File: src/rtl/xadc_pkg.sv
// Shared constants for the XADC DRP reader: DRP addresses, data width and FSM encoding.
package xadc_pkg;

    localparam logic [6:0] ADDR_TEMP   = 7'h00;
    localparam logic [6:0] ADDR_VCCINT = 7'h01;
    localparam logic [6:0] ADDR_VCCAUX = 7'h02;

    localparam int DRP_DW = 16;

    typedef enum logic [1:0] {
        ST_IDLE = 2'd0,
        ST_REQ  = 2'd1,
        ST_WAIT = 2'd2
    } drp_state_e;

endpackage

File: src/rtl/xadc_drp_reader.sv
// DRP read initiator: one read per XADC end-of-conversion, with timeout and overrun flags.
//  state   | meaning
//  IDLE    | waiting for eoc_i; address latched on the starting edge
//  REQ     | den_o high for this single cycle
//  WAIT    | counting cycles until drdy_i or timeout
module xadc_drp_reader
    import xadc_pkg::*;
#(
    parameter logic [6:0] DRP_ADDR       = ADDR_TEMP,
    parameter bit         USE_CHANNEL    = 1'b0,
    parameter int         TIMEOUT_CYCLES = 255
) (
    input  logic              clk,
    input  logic              rst_n,
    input  logic              eoc_i,
    input  logic [4:0]        channel_i,
    output logic              den_o,
    output logic [6:0]        daddr_o,
    output logic              dwe_o,
    output logic [DRP_DW-1:0] di_o,
    input  logic              drdy_i,
    input  logic [DRP_DW-1:0] do_i,
    output logic [DRP_DW-1:0] dout,
    output logic              dout_valid,
    output logic              timeout_err,
    output logic              overrun,
    input  logic              clr_err_i
);

    localparam int TW = $clog2(TIMEOUT_CYCLES);
    localparam logic [TW-1:0] TIMER_LAST = TW'(TIMEOUT_CYCLES - 1);

    drp_state_e        state, state_nxt;
    logic [TW-1:0]     timer, timer_nxt;
    logic              den_nxt, valid_nxt, tmo_nxt, ovr_nxt;
    logic [6:0]        daddr_nxt;
    logic [DRP_DW-1:0] dout_nxt;

    assign dwe_o = 1'b0;
    assign di_o  = '0;

    always_comb begin
        state_nxt = state;
        timer_nxt = timer;
        den_nxt   = 1'b0;
        valid_nxt = 1'b0;
        daddr_nxt = daddr_o;
        dout_nxt  = dout;
        // Clear first so that a coincident set event below takes priority.
        tmo_nxt   = timeout_err & ~clr_err_i;
        ovr_nxt   = overrun & ~clr_err_i;
        case (state)
            ST_IDLE: begin
                if (eoc_i) begin
                    state_nxt = ST_REQ;
                    den_nxt   = 1'b1;
                    daddr_nxt = USE_CHANNEL ? {2'b00, channel_i} : DRP_ADDR;
                end
            end
            ST_REQ: begin
                state_nxt = ST_WAIT;
                timer_nxt = '0;
                if (eoc_i) ovr_nxt = 1'b1;
            end
            ST_WAIT: begin
                if (eoc_i) ovr_nxt = 1'b1;
                if (drdy_i) begin
                    dout_nxt  = do_i;
                    valid_nxt = 1'b1;
                    state_nxt = ST_IDLE;
                end else if (timer == TIMER_LAST) begin
                    tmo_nxt   = 1'b1;
                    state_nxt = ST_IDLE;
                end else if (timer != '1) begin
                    timer_nxt = timer + 1'b1;
                end
            end
            default: state_nxt = ST_IDLE;
        endcase
    end

    always_ff @(posedge clk or negedge rst_n) begin
        if (!rst_n) begin
            state       <= ST_IDLE;
            timer       <= '0;
            den_o       <= 1'b0;
            daddr_o     <= '0;
            dout        <= '0;
            dout_valid  <= 1'b0;
            timeout_err <= 1'b0;
            overrun     <= 1'b0;
        end else begin
            state       <= state_nxt;
            timer       <= timer_nxt;
            den_o       <= den_nxt;
            daddr_o     <= daddr_nxt;
            dout        <= dout_nxt;
            dout_valid  <= valid_nxt;
            timeout_err <= tmo_nxt;
            overrun     <= ovr_nxt;
        end
    end

endmodule

File: config.mk
export PLATFORM = sky130hd
export DESIGN_NAME = xadc_drp_reader
export DESIGN_NICKNAME = d
export VERILOG_FILES = /design/src/rtl/xadc_pkg.sv /design/src/rtl/xadc_drp_reader.sv
export SDC_FILE = /design/constraint.sdc
export NUM_CORES = 1
export LEC_CHECK = 0
export ABC_AREA = 1
export CAP_MARGIN = 20
export CORE_MARGIN = 5
export CORE_UTILIZATION = 54
export CTS_BUF_LIST = sky130_fd_sc_hd__clkbuf_16
export DETAILED_ROUTE_END_ITERATION = 8
export DONT_BUFFER_PORTS = 1
export PLACE_DENSITY = 0.73
export SETUP_SLACK_MARGIN = 0.5
export SYNTH_ARGS = -nofsm -noshare
export SYNTH_HDL_FRONTEND = slang
export SYNTH_SLANG_ARGS = --single-unit
export TNS_END_PERCENT = 10
File: constraint.sdc
create_clock -name clk -period 1.8 [get_ports clk]
set_clock_uncertainty 0.1 [all_clocks]
set_input_delay 0.18 -clock clk [delete_from_list [all_inputs] [get_ports clk]]
set_output_delay 0.18 -clock clk [all_outputs]
set_load 0.03 [all_outputs]
## Word-level counts from Yosys, hierarchy flattened

Cells that the tools add are included.

| cells by class | value |
|---|---|
| muxes and demuxes | 17 |
| $add $sub $neg | 1 |
| reduce and logical (&&, ||, !) cells | 6 |
| bitwise gates (word level) | 3 |
| equal/unequal tests | 9 |

Operators by type and width:

| cell | count |
|---|---|
| 8-bit 2-to-1 mux | 3 |
| 8-bit one-hot mux with 2 select lines | 1 |
| 1-bit 2-to-1 mux | 9 |
| 8-bit by 1-bit adder with 8-bit output (second input constant) | 1 |
| 8-bit equality test (second input constant) | 1 |
| 2-bit != test (second input constant) | 4 |
| 8-bit != test (second input constant) | 1 |
| 2-bit 2-to-1 mux | 3 |
| 2-bit one-hot mux with 3 select lines | 1 |
| 2-bit AND reduction | 2 |
| 4-bit AND reduction | 1 |
| 3-bit != test (second input constant) | 1 |
| 1-bit bitwise AND | 2 |
| 2-bit by 1-bit equality test with 1-bit output (second input constant) | 1 |
| 2-bit equality test (second input constant) | 1 |
| 2-bit logical NOT | 1 |
| 2-bit nonzero test | 1 |
| 2-bit OR reduction | 1 |
| 1-bit NOT | 1 |

| storage, ports and cells | value |
|---|---|
| output and inout bits | 44 |
| word-level logic and storage cells | 43 |
| bits of input ports | 26 |
| register bits | 30 |

## Longest topological paths before layout

Gate-level depths: netlist of the first run.

| logic depth | value |
|---|---|
| word-level depth | 5 |
| depth in mapped cells | 10 |
| depth with buffers taken out | 9 |

## Least setup slack after synthesis of the first run

Ideal clock, no wire load.

| timing | value |
|---|---|
| kind | reg2reg |
| from | reg state[0] |
| to | reg timer[4] |
| required time | 1,576 ps |
| path slack | 268 ps |
| arrival time | 1,308 ps |
| clock period less this slack | 1,532 ps |
| cell stages (with the launch flop) | 11 |
| path buffers | 2 |
| setup time | 124 ps |
| path through | dfrtp_1 inv_1 ha_1 buf_6 nand2_4 inv_6 nor2_4 nand2_4 buf_12 nand2_2 o21ai_2 |

| on the way | value |
|---|---|
| cells in the longest elaborated chain, start to end | 3 |
| elaborated cells on any way between the ends | 8 |
| classes of those cells | eq/ne: 5; mux: 1; reduce/logical: 2 |

RTL lines:

| element | line | text |
|---|---|---|
| start: declaration | xadc_drp_reader.sv:33 | `drp_state_e state, state_nxt;` |
| start signal: assignment | xadc_drp_reader.sv:93 | `state <= state_nxt;` |
| 2-bit equality test or 2-bit by 1-bit equality test with 1-bit output (tied branches) | xadc_drp_reader.sv:52 | `case (state)` |
| 2-bit != test (no line) or 2-bit nonzero test (tied branches) | -- |  |
| 4-bit AND reduction (no line) | -- |  |
| end signal: assignment | xadc_drp_reader.sv:94 | `timer <= timer_nxt;` |
| end: declaration | xadc_drp_reader.sv:34 | `logic [TW-1:0] timer, timer_nxt;` |

Several ways; a longest one is shown, not always the timed one.
A chain may end at the register's enable or synchronous reset.

## Worst setup path in the final report of the first run

| timing | value |
|---|---|
| from | reg state[1] |
| to | reg timer[7] |

The elaborated chain is that of the path after synthesis.

==> impl_metrics.ini, run 1 <==
[timing]
setup_slack_ns = 0.336
finalSetupTns_ns = 0
setup_viol_count_final = 0
max_freq_ghz = 0.683
rsz0062_at_grt = yes
final_hold_viol_count = 0
finalMaxSlewViolations = 0
finalCritPeriodShare_pct = 81.3
period_minus_slack_ns = 1.46

[critical_path]
critical_path.max_stage_delay_ns = 0.43
endpoint_kind = register
cp_slowest_cell = dfrtp_1
cp_max_fo = 8
timing_worst_setup_path_type = register to register
start_kind = register
crit_path_frequent_cell = nand2_8
critPathRequiredTime_ns = 1.87
crit_chain = ha_4 -> nand2_8 -> inv_12 -> nor2_4 -> nand2_8 -> nand2_2 -> o21ai_2
arrival_ns = 1.53

[global_routing]
antenna_found_initial = 0
grt_pass1_vias = 1261
grt_max_degree = 31
grt_usage_pct = 18.7
grt_pass1_wl_mm = 5.94
grt_overflow_total = 0

[floorplanning]
coreArea_sq_um = 3000
dieHeight_microns = 65.6
dieArea_sq_um = 4310
dieWidth_microns = 65.6
initial_core_util_pct = 55.7
io_pins = 70
num_rows = 20

[detailed_routing]
vias = 1301
first_iter_violations = 76
wl_per_cell_microns = 14.1
dr.pass1.iters = 4
vias_per_cell = 4.89
wl_met3_microns = 325
highest-signal-layer = met4
met2_length_mm = 1.87
drc = 0
ant_nets = 0
routed_wl_mm = 3.74
met1_length_mm = 1.46

[synth]
synthTopCellsByArea = dfrtp_1 45%, nand2_1 16%, buf_4 11%
async_reset_ff_share_pct = 100
ys_top_cells_by_count = 71 x nand2_1, 30 x dfrtp_1, 25 x buf_4
ys_seq_elements = 30
yosys.area.top_type = dfrtp_1
ys_dominant_reg_cell = dfrtp_1
ys_types = 24
yosysMostFrequentCell = nand2_1
synth_area_sq_um = 1670
yosysSeqAreaShare_pct = 44.9
avgSynthCellArea_sq_um = 8.53
synth-edff-count = 0
postSynthCellCount = 196
yosysTopAreaCellShare_pct = 44.9
yosys_warnings = 0

[placement]
port_buffers = 0
placedInstanceArea_sq_um = 1590
dp_hpwl_mm = 2.24
gp_congestion = 0.892
placed_cells = 223
dp_slack_ns = 0.195

[final_layout]
post-route-util_pct = 71.7
finalNetCount = 264
drive_gt1_share_pct = 24.9
nFillCells = 202
synthToLayoutAreaGrowth_pct = 28.7
finish.instance_area_sq_um = 2150
stdcell_count = 266
antenna_cells = 0

[status]
status = complete, no violations

[pwr]
peakVddDrop_mv = 0.892
p_per_area_nw_per_um2 = 1520
p_leak_nw = 1.05

[clock_network]
cts_max_path_buffers = 2
cts_root_buf = clkbuf_16
clk_pin_slew_ns = 0.05
h-tree-depth = 2
cts_tree = yes
cts_sinks = 30
clk_latency_ns = 0.28
numCtsBuffers = 5

[worst_hold_path]
hold_class = input pin to register

[job]
maxCapViolations = 0
power breakdown:
group	internal, W	switching, W
clock network	0.000498	0.000284
logic	0.000435	0.000618
registers	0.000891	0.000555
total	0.00182	0.00146
area by class of cell:
cell class | count | area (sq um) | share of cell area (%)
Timing Repair Buffer | 34 | 318 | 14.8
Clock inverter | 3 | 12.5 | 0.581
Inverter | 13 | 61.3 | 2.85
Tap cell | 33 | 41.3 | 1.92
Multi-Input combinational cell | 148 | 840 | 39.0
Clock buffer | 5 | 125 | 5.81
Sequential cell | 30 | 754 | 35.1
repair_timing:
item,4_1_cts,5_1_grt
pin swaps,6,6
buffers inserted,10,3
resized for setup,16,8
setup endpoints to repair,11,28
hold buffers,21,0
cloned,1,0
hold endpoints to repair,49,0
placed cells by master, fill, tap and decap left out, drive strengths merged:
cell type    Yosys  routed
clkinv           0       2
buf             29      14
a22o             1       1
inv             13      14
o21bai           1       1
ha               6       6
nand2           80      81
o21ai           11      11
o31ai            1       1
or2              1       1
nand3           11      11
conb             1      24
dlygate4sd3      0      20
a21oi            2       2
nor2             9       9
clkbuf           0       5
dfrtp           30      30
final timing paths:
| kind | to | from | slack, ns | cells after the start |
|---|---|---|---|---|
| setup reg to reg | timer[7] | state[1] | 0.34 | 7 |
| setup / recovery | timer[7] | state[1] | 0.34 | 7 |
| max in group asynchronous | timer[0] | rst_n | 1.18 | 2 |
| hold / removal | state[0] | drdy_i | 0.08 | 4 |
| hold reg to reg | timer[6] | timer[6] | 0.45 | 2 |
| min in group asynchronous | timer[5] | rst_n | 0.24 | 2 |
worst max-delay path: cells and delay by family, from the launching register on:
family	cells	cell delay, ns
fa+ha+maj	1	0.22
flops	1	0.43
buf+inv	1	0.03
compound gates	1	0.05
simple gates	4	0.52
stage by stage:
step,power [W],hold slack [ns]
4_1_cts,0.00322,0.0915
5_1_grt,0.00348,0.110
2_1_floorplan,0.00213,-0.216
3_5_place_dp,0.00216,-0.215
3_3_place_gp,0.00212,-0.215
6_report,0.00328,0.0804
sequential cells by signal, summed over array words and instances (netlist names):
| name | flops |
|---|---|
| dout_valid | 1 |
| dout | 16 |
| den_o | 1 |
| timeout_err | 1 |
| overrun | 1 |
| timer | 8 |
| state | 2 |
metal layers:
| metal | vias to the layer above | track usage (%) |
|---|---|---|
| met5 | - | 0 |
| met4 | 0 | 8.29 |
| met3 | 7 | 8.21 |
| met2 | 66 | 30.8 |
| met1 | 596 | 20.7 |
| li1 | 632 | - |
kinds of logic (layout without fill, tap and decap cells):
| family | after synthesis | after routing | synth area share [%] |
|---|---|---|---|
| flops | 30 | 30 | 44.9 |
| simple gates | 101 | 102 | 26.8 |
| fa+ha+maj | 6 | 6 | 4.49 |
| compound gates | 16 | 16 | 6.66 |
| buf+inv | 42 | 55 | 16.9 |
| other cells | 1 | 24 | 0.224 |
Note: power is estimated with default switching activity, not from simulation.
==> run 2: changes to the inputs <==
==> constraint.sdc (replaced) <==
create_clock -name clk -period 1.5 [get_ports clk]
set_clock_uncertainty 0.1 [all_clocks]
set_input_delay 0.15 -clock clk [delete_from_list [all_inputs] [get_ports clk]]
set_output_delay 0.15 -clock clk [all_outputs]
set_load 0.03 [all_outputs]
==> impl_metrics.ini, run 2 (synthesized netlist as in run 1, its figures left out) <==
[final_layout]
finalNetCount = 262
nFillCells = 201
top_regs = dout (16), timer (8), state (2)
multi_input_area_sq_um = 842
synthToLayoutAreaGrowth_pct = 29.8
final_common_cell = nand2_1
sequential_cell_area_sq_um = 764
largest_reg_flops = 16
finish.instance_area_sq_um = 2170
final_cell_mix = 68 x nand2_1, 24 x conb_1, 20 x dlygate4sd3_1, 19 x dfrtp_1, 11 x dfrtp_2
antenna_cells = 0
drive_gt1_share_pct = 27.8
post-route-util_pct = 72.3
largest-register = dout

[placement]
port_buffers = 0
placedInstanceArea_sq_um = 1630
gp_congestion = 0.797
dp_slack_ns = -0.0279
dp_hpwl_mm = 2.35

[detailed_routing]
drc = 0
ant_nets = 0
routed_wl_mm = 3.99
dr.pass1.iters = 4
wl_per_cell_microns = 15.2
highest-signal-layer = met4
vias = 1326
met2_length_mm = 2.06
met1_length_mm = 1.51
vias_per_cell = 5.04
first_iter_violations = 81
wl_met3_microns = 338

[job]
maxCapViolations = 0

[floorplanning]
coreArea_sq_um = 3000
io_pins = 70
initial_core_util_pct = 55.7
dieWidth_microns = 65.6
num_rows = 20
dieArea_sq_um = 4310
dieHeight_microns = 65.6

[clock_network]
numCtsBuffers = 5
cts_sinks = 30
clk_pin_slew_ns = 0.05
cts_root_buf = clkbuf_16
h-tree-depth = 2
cts_tree = yes
clk_latency_ns = 0.27
cts_max_path_buffers = 2

[timing]
timing.hold.ws_ns = 0.0597
setup_slack_ns = 0.0184
final_hold_viol_count = 0
period_minus_slack_ns = 1.48
rsz0062_at_grt = yes
finalMaxSlewViolations = 0
max_freq_ghz = 0.675
setup_viol_count_final = 0
finalCritPeriodShare_pct = 98.8

[global_routing]
grt_max_degree = 31
grt_pass1_vias = 1327
grt_pass1_wl_mm = 6.12
grt_usage_pct = 19.1
grt_overflow_total = 0
antenna_found_initial = 0

[critical_path]
critical_path.max_stage_delay_ns = 0.45
cp_slowest_cell = dfrtp_2
endpoint = timer[6]
timing_worst_setup_path_type = register to register
endpoint_kind = register
r2r_slack_ns = 0.02
rr_startpoint = timer[1]
arrival_ns = 1.54
crit_family = simple AND/OR/NAND/NOR gates
crit_chain = ha_1 -> nand3_1 -> nand2_2 -> nand3_4 -> nand2_8 -> nand2_2 -> o21ai_1
critPathRequiredTime_ns = 1.56
crit_path_frequent_cell = nand2_2
ff2ff_path_depth = 7
r2r-end = timer[6]
path_buf_inv = 0
start_kind = register
startpoint = timer[1]
cp_max_fo = 8
worst-path-stages = 7

[pwr]
p_leak_nw = 1.05
p_per_area_nw_per_um2 = 1920
peakVddDrop_mv = 1.22

[status]
status = complete, no violations

[worst_hold_path]
hold_class = input pin to register
## run 2: where the power goes
| part | switching [W] | internal, W |
|---|---|---|
| Sequential | 0.000660 | 0.00109 |
| Clock | 0.000339 | 0.000766 |
| Combinational | 0.000786 | 0.000521 |
| Total | 0.00178 | 0.00238 |
## run 2: worst min-delay path by stage
stage / start / to / slack [ns] / depth (start not counted)
after floorplan: rst_n / den_o / -0.25 / 0
after global placement: rst_n / timer[5] / -0.24 / 0
after detailed placement: rst_n / timer[3] / -0.24 / 0
after CTS: rst_n / timer[3] / -0.54 / 0
after global routing: drdy_i / state[1] / 0.06 / 4
final: drdy_i / state[0] / 0.06 / 4
## run 2: worst reg2reg max path: stages (launching register included)
cell and delay (ns):
dfrtp_2 0.45, ha_1 0.21, nand3_1 0.14, nand2_2 0.09, nand3_4 0.15, nand2_8 0.10, nand2_2 0.08, o21ai_1 0.06
## run 2: area by class of cell
class                      instances  area share [%]
clock buffer                       5            5.77
clock inverter                     2            1.56
timing repair buffer              32            14.1
tap                               33            1.90
multi-input combinational        148            38.8
inverter                          13            2.60
sequential                        30            35.2
## run 2: routing by layer
layer  track usage (%)  vias to the layer above
met5                 0                        -
met4              11.1                        0
met3              7.35                       10
met2              31.8                       68
met1              20.4                      619
li1                  -                      629
## run 2: metrics by stage
| stage | setup TNS [ns] | std cells | total power [W] |
|---|---|---|---|
| after detailed placement | -0.0496 | 228 | 0.00262 |
| final | 0 | 263 | 0.00417 |
| after floorplan | 0 | 219 | 0.00255 |
| after global placement | 0 | 228 | 0.00257 |
| after CTS | 0 | 259 | 0.00402 |
| after global routing | -0.189 | 263 | 0.00440 |
## run 2: repair_timing
item                                    CTS  global route
gates cloned                              1             0
pin swaps                                 6             7
gates resized for setup                  11            20
hold buffers                             19             2
endpoints found under the setup margin   50            50
hold endpoints to repair                 49            30
buffers inserted                          4             2
==> run 3: changes to the inputs <==
--- a/config.mk
+++ b/config.mk
@@ -13,7 +13,6 @@
 export DETAILED_ROUTE_END_ITERATION = 8
 export DONT_BUFFER_PORTS = 1
 export PLACE_DENSITY = 0.73
-export SETUP_SLACK_MARGIN = 0.5
 export SYNTH_ARGS = -nofsm -noshare
 export SYNTH_HDL_FRONTEND = slang
 export SYNTH_SLANG_ARGS = --single-unit
==> impl_metrics.ini, run 3 (synthesized netlist as in run 1, its figures left out) <==
[timing]
finalCritPeriodShare_pct = 101
period_minus_slack_ns = 1.52
setup_viol_count_final = 1
setup_slack_ns = -0.0156
max_freq_ghz = 0.660
finalMaxSlewViolations = 0
rsz0062_at_grt = yes
final_hold_viol_count = 0

[pwr]
p_sw_w = 0.00172
clock_power_share_pct = 27.0
internal_power_w = 0.00230
power_frac_comb_pct = 30.3
pwr-share-seq_pct = 42.8
swShare_pct = 42.8
peakVddDrop_mv = 1.23
p_per_area_nw_per_um2 = 1900
p_leak_nw = 1.06

[final_layout]
finalNetCount = 262
top_regs = dout (16), timer (8), state (2)
largest_reg_flops = 16
nFillCells = 207
synthToLayoutAreaGrowth_pct = 26.6
final_common_cell = nand2_1
final_cell_mix = 69 x nand2_1, 29 x dfrtp_1, 24 x conb_1, 20 x dlygate4sd3_1, 12 x inv_1
antenna_cells = 0
drive_gt1_share_pct = 20.3
post-route-util_pct = 70.5
largest-register = dout
finish.instance_area_sq_um = 2120

[critical_path]
start_kind = register
timing_worst_setup_path_type = register to register
endpoint_kind = register
arrival_ns = 1.59
cp_max_fo = 6
ff2ff_path_depth = 6
critPathRequiredTime_ns = 1.57

[detailed_routing]
routed_wl_mm = 3.79
vias_per_cell = 5.17
vias = 1366
first_iter_violations = 63
drc = 0
ant_nets = 0
dr.pass1.iters = 4
wl_per_cell_microns = 14.3

[global_routing]
antenna_found_initial = 0
grt_usage_pct = 18.7
grt_pass1_vias = 1282
grt_pass1_wl_mm = 5.90
grt_max_degree = 31
grt_overflow_total = 0

[placement]
placedInstanceArea_sq_um = 1630
port_buffers = 0
dp_slack_ns = -0.0557
gp_congestion = 0.756
dp_hpwl_mm = 2.40

[floorplanning]
initial_core_util_pct = 55.7
io_pins = 70
dieWidth_microns = 65.6
dieArea_sq_um = 4310
num_rows = 20
dieHeight_microns = 65.6
coreArea_sq_um = 3000

[clock_network]
cts_root_buf = clkbuf_16
cts_tree = yes
h-tree-depth = 2
clk_pin_slew_ns = 0.05
cts_sinks = 30
clk_latency_ns = 0.27
cts_max_path_buffers = 2
numCtsBuffers = 5

[worst_hold_path]
hold_class = input pin to register
whs_path_depth = 4

[status]
violations = setup timing
status = finished, violations left

[job]
maxCapViolations = 0
-- run 3: worst paths after layout --
check / end / start / slack (ns)
worst max-delay path: timeout_err / state[0] / -0.02
worst min-delay path: state[0] / drdy_i / 0.04
worst max register to register: timeout_err / state[0] / -0.02
worst min register to register: timer[1] / timer[1] / 0.44
max in group asynchronous: timer[1] / rst_n / 0.90
min in group asynchronous: dout[6] / rst_n / 0.23
-- run 3: power groups by stage --
stage	logic [W]	registers (W)	clock network, W
2_1_floorplan	0.000873	0.00166	0
3_3_place_gp	0.000856	0.00172	0
3_5_place_dp	0.000917	0.00172	0
4_1_cts	0.00103	0.00172	0.00111
5_1_grt	0.00133	0.00174	0.00115
6_report	0.00122	0.00172	0.00108
-- run 3: final cells by class --
class	instances	area (sq um)	area share, %
Timing Repair Buffer	32	310	14.7
Multi-Input combinational cell	148	792	37.4
Inverter	13	57.6	2.72
Tap cell	33	41.3	1.95
Clock inverter	3	37.5	1.77
Sequential cell	30	752	35.5
Clock buffer	5	125	5.91
-- run 3: per-stage QoR --
stage,total power [W],hold WS [ns],setup TNS [ns],cells
after floorplan,0.00254,-0.246,0,219
after global placement,0.00257,-0.244,0,230
after detailed placement,0.00264,-0.244,-0.407,230
after CTS,0.00385,0.0553,-0.0201,259
after global routing,0.00423,0.0642,-0.399,264
final,0.00402,0.0378,-0.0156,264
-- run 3: per-layer routing --
metal  global-route usage, %  part of all wire, %  vias to the layer above
li1                        -                    -                      631
met1                    20.6                   36                      668
met2                    32.8                   54                       60
met3                    5.98                  8.6                        7
met4                    7.77                  1.8                        0
met5                       0                    0                        -
-- run 3: repair_timing --
action	in CTS	in global routing
resized for setup	3	12
hold endpoints to repair	49	0
cloned	0	1
hold buffers	21	0
pin swaps	1	4
setup endpoints to repair	10	24
buffers inserted	0	4
-- run 3: critical path, stage by stage (launching register included) --
cell,delay [ns]
dfrtp_1,0.39
inv_2,0.10
ha_4,0.15
buf_8,0.12
clkinvlp_4,0.17
buf_4,0.18
o31ai_1,0.22
